**config.mk**
```make
export PLATFORM = sky130hd
export DESIGN_NAME = logic_unit_arbiter
export DESIGN_NICKNAME = d
export VERILOG_FILES = /design/src/rtl/logic_unit_arbiter.sv
export SDC_FILE = /design/constraint.sdc
export NUM_CORES = 1
export LEC_CHECK = 0
export CORE_MARGIN = 2
export CORE_UTILIZATION = 39
export CTS_CLUSTER_SIZE = 20
export DETAILED_ROUTE_END_ITERATION = 10
export HOLD_SLACK_MARGIN = 0.03
export PLACE_DENSITY = 0.88
export RECOVER_POWER = 25
export SLEW_MARGIN = 20
export SYNTH_ARGS = -nofsm -noshare
export SYNTH_HDL_FRONTEND = slang
export SYNTH_SLANG_ARGS = --single-unit
```
**constraint.sdc**
```tcl
create_clock -name clk -period 1.8 [get_ports clk]
set_input_delay 0.36 -clock clk [delete_from_list [all_inputs] [get_ports clk]]
set_output_delay 0.36 -clock clk [all_outputs]
set_load 0.02 [all_outputs]
```
**src/rtl/logic_unit_arbiter.sv**
```systemverilog
// Shares one bitwise logic unit among four requesters with a round-robin grant.
// A two-state FSM accepts one operation in IDLE and holds its result in BUSY until it is consumed.
module logic_unit_arbiter #(
    parameter int WIDTH = 8
) (
    input  logic                 clk,
    input  logic                 rst,
    input  logic [3:0]           req_valid,
    output logic [3:0]           req_ready,
    input  logic [11:0]          req_op,
    input  logic [4*WIDTH-1:0]   req_a,
    input  logic [4*WIDTH-1:0]   req_b,
    output logic                 rsp_valid,
    input  logic                 rsp_ready,
    output logic [1:0]           rsp_id,
    output logic [WIDTH-1:0]     rsp_y,
    output logic                 rsp_err,
    output logic                 busy
);

    typedef enum logic {IDLE, BUSY} state_t;

    state_t             state;
    logic [1:0]         last_grant;
    logic [1:0]         win_id;
    logic [1:0]         idx;
    logic               win_any;
    logic [2:0]         op_p1;
    logic [WIDTH-1:0]   a_p1;
    logic [WIDTH-1:0]   b_p1;
    logic [1:0]         id_p1;

    // Result is {err, y}; the reserved opcode yields zero with the error flag set.
    function automatic logic [WIDTH:0] logic_op(input logic [2:0] op,
                                                input logic [WIDTH-1:0] a,
                                                input logic [WIDTH-1:0] b);
        logic [WIDTH:0] r;
        r = '0;
        case (op)
            3'b000:  r = {1'b0, a & b};
            3'b001:  r = {1'b0, a | b};
            3'b010:  r = {1'b0, ~a};
            3'b011:  r = {1'b0, a ^ b};
            3'b100:  r = {1'b0, ~(a & b)};
            3'b101:  r = {1'b0, ~(a | b)};
            3'b110:  r = {1'b0, ~(a ^ b)};
            default: r = {1'b1, {WIDTH{1'b0}}};
        endcase
        return r;
    endfunction

    // Round-robin search starting just after the last winner.
    always_comb begin
        win_any = 1'b0;
        win_id  = 2'd0;
        idx     = 2'd0;
        for (int k = 0; k < 4; k++) begin
            idx = last_grant + 2'd1 + 2'(k);
            if (!win_any && req_valid[idx]) begin
                win_any = 1'b1;
                win_id  = idx;
            end
        end
    end

    assign req_ready = (state == IDLE && win_any) ? (4'b0001 << win_id) : 4'b0000;

    always_ff @(posedge clk) begin
        if (rst) begin
            state      <= IDLE;
            last_grant <= 2'd3;
            op_p1      <= '0;
            a_p1       <= '0;
            b_p1       <= '0;
            id_p1      <= '0;
        end else if (state == IDLE) begin
            if (win_any) begin
                op_p1      <= req_op[3*win_id +: 3];
                a_p1       <= req_a[WIDTH*win_id +: WIDTH];
                b_p1       <= req_b[WIDTH*win_id +: WIDTH];
                id_p1      <= win_id;
                last_grant <= win_id;
                state      <= BUSY;
            end
        end else begin
            if (rsp_ready) begin
                state <= IDLE;
            end
        end
    end

    // Stage p1: response derived from the registered operands.
    assign rsp_valid          = (state == BUSY);
    assign busy               = (state == BUSY);
    assign rsp_id             = id_p1;
    assign {rsp_err, rsp_y}   = logic_op(op_p1, a_p1, b_p1);

endmodule

```
==> impl_metrics.json <==
{
  "status": "finished, violations left",
  "violations": "setup timing",
  "dr.pass1.iters": 5,
  "die_h_um": 82.3,
  "tns_ps": -2850,
  "antenna_cells": 0,
  "core_area_um2": 5920,
  "dp_hpwl_um": 6300,
  "power_density_nw_per_um2": 714,
  "fp.dieW_um": 82.3,
  "synth_cell_types": 41,
  "grt_overflow": 0,
  "num_vias": 3242,
  "maxCapViolCount": 0,
  "setup_viol": 30,
  "cp_max_fo": 2,
  "start_util_pct": 40.4,
  "worst_pin_slew_ps": 729,
  "ys_ff_latch": 24,
  "synth_warnings": 0,
  "hold_viol": 0,
  "syn_area_um2": 2390,
  "track_usage_pct": 28.4,
  "portBuffers": 99,
  "ys.flop_type": "dfxtp_1",
  "drive_above_1_share_pct": 51.3,
  "htree_levels": 1,
  "clk_pin_slew_ps": 100,
  "synth_top_area_share_pct": 20.1,
  "required_ps": 1440,
  "synth_nets": 394,
  "crit_path_start_kind": "register",
  "vias_per_cell": 5.99,
  "cts_root_buf": "clkbuf_8",
  "cts_buffers": 3,
  "crit_chain": "inv_2, ha_4, mux2i_2, a21oi_2, nor2_2, a31oi_1, o21ai_1, buf_4",
  "max_stage_delay_ps": 380,
  "drc": 0,
  "fin_crit_ps": 2090,
  "drt_first_iter_violations": 220,
  "worstSetupPathType": "reg -> out",
  "core.rowCount": 28,
  "die_area_um2": 6770,
  "clockBufferDepth": 2,
  "fmax_mhz": 479,
  "drv_slew": 0,
  "setup_slack_ps": -287,
  "leakage_nw": 2.03,
  "syn_to_final_growth_pct": 97.5,
  "antenna_found_initial": 0,
  "synth.area.top_cells": "dfxtp_1, mux2i_1, ha_1",
  "ir_drop_v": 0.000474,
  "grt_pass1_vias": 3005,
  "synth-edff-count": 0,
  "slowest_stage": "dfxtp_2",
  "grt_pass1_wl_um": 14600,
  "insertion_delay_ps": 280,
  "relSlewSlack_pct": 51.4,
  "rsz0062_at_grt": "yes",
  "r2r_cells": 9,
  "ctsHoldBuffers": 0,
  "skew_ps": 17.8,
  "min_path_cells": 2,
  "dp_slack_ps": -999,
  "cts_tree": "yes",
  "num-nets-final": 567,
  "cp.arrival_ps": 1730,
  "cp-end-kind": "output port",
  "period_share_pct": 116,
  "grt_max_degree": 31,
  "final_util_pct": 79.7,
  "place_congestion": 0.793,
  "power_mw": 3.37,
  "ant_nets": 0,
  "cts_sinks": 24,
  "routed_wl_um": 11700,
  "yosysTopAreaCell": "dfxtp_1",
  "async_flop_share_pct": 0,
  "seq_area_frac_synth_pct": 20.1,
  "synthCells": 295,
  "routedWlPerCell_um": 21.6,
  "syn_avg_cell_area_um2": 8.10,
  "hp-class": "reg -> reg",
  "pin_count": 100
}
[critical path, delay by kind of cell (launching register included)]
family	cells	cell delay [ps]
AO/OA/AOI/OAI	3	440
flip-flops	1	380
adder cells (fa/ha/maj)	1	270
buffers and inverters	2	240
multiplexers	1	70
AND/OR/NAND/NOR	1	60
[layout by cell type, fill, tap and decap left out, types with 3 or more instances in the layout]
cell             count
buf_4               80
nand2b_4             3
a21o_1              11
inv_1                4
ha_1                 5
or3_1                8
buf_12               3
mux2_2               3
nor2b_4              4
inv_2               14
nand2b_1             3
nand2_1             10
ha_4                 9
buf_6               16
nor2_4               4
nor3_1              23
a21oi_2              4
a211oi_2            12
o21ai_1              9
dfxtp_1              4
clkdlybuf4s50_1     80
mux2i_1             24
clkbuf_1             3
mux2i_2              4
o21ai_2             11
clkbuf_8             3
mux2i_4              3
dfxtp_4              5
mux2_4              16
dfxtp_2             15
a21oi_1             11
o21ai_0              5
nor2_1              13
[flip-flops by register name, indices dropped and copies added, names as in the netlist]
register / cells
last_grant: 2
a_p1: 8
rsp_id: 2
busy: 1
b_p1: 8
op_p1: 3
[Yosys cell counts, types with 2 or more instances]
library cell and instances:
mux2i_1 31, dfxtp_1 24, nor3_1 23, inv_1 19
nor2_1 18, a21oi_1 16, ha_1 16, mux2_2 16
o21ai_0 16, clkbuf_1 13, a211oi_2 11, a21o_1 11
nand2_1 11, o21ai_1 9, or3_1 8, nand2b_1 6
nor2b_1 5, a211oi_1 4, buf_4 4, a22oi_1 3
mux2_1 3, a2bb2oi_1 2, and2_1 2, buf_1 2
buf_6 2, nand3_1 2, nor4_1 2, o21bai_1 2
or2_2 2
[kinds of logic (layout without fill, tap and decap cells)]
group	count (synthesis)	after routing	synth area share (%)
simple gates	82	82	17.7
compound gates	81	81	23.9
mux	50	50	21.9
buf+inv	42	213	7.91
flops	24	24	20.1
fa+ha+maj	16	16	8.38
[per-stage QoR]
| stage | area, um2 | instances | hold WS (ps) |
|---|---|---|---|
| final | 4720 | 541 | 498 |
| after global routing | 4720 | 541 | 519 |
| after CTS | 4250 | 521 | 489 |
| after detailed placement | 3890 | 512 | 474 |
| after global placement | 3890 | 512 | 458 |
| after floorplan | 2410 | 295 | 485 |
[layout make-up]
class	instances	area, um2
Clock buffer	3	41.3
Fill cell	311	1200
Inverter	20	82.6
Multi-Input combinational cell	229	2230
Sequential cell	24	518
Tap cell	75	93.8
Timing Repair Buffer	190	1760
[final timing paths]
| path | slack [ps] | from | to |
|---|---|---|---|
| max | -290 | b_p1[3] | rsp_y[3] |
| min | 500 | rsp_id[1] | rsp_id[1] |
| max reg2reg | -120 | last_grant[1] | a_p1[2] |
| min reg2reg | 500 | rsp_id[1] | rsp_id[1] |
[layer usage]
layer	share of wire, %	wire, um	track usage, %
met5	0	0	0
met2	50	5820	53.5
met1	36	4190	30.9
met3	7.1	833	4.13
met4	7.0	820	13.5
[timing repair]
action / 4_1_cts / 5_1_grt
pin swaps: 28 / 25
setup endpoints to repair: 34 / 31
gates resized for setup: 187 / 77
buffers inserted: 6 / 19
cloned: 0 / 3
[report_power, final]
group          switching, mW  internal, mW
registers             0.0912         0.619
logic                   1.08          1.24
clock network          0.190         0.150
total                   1.36          2.01
No activity file was read; power rests on OpenSTA's default activity.
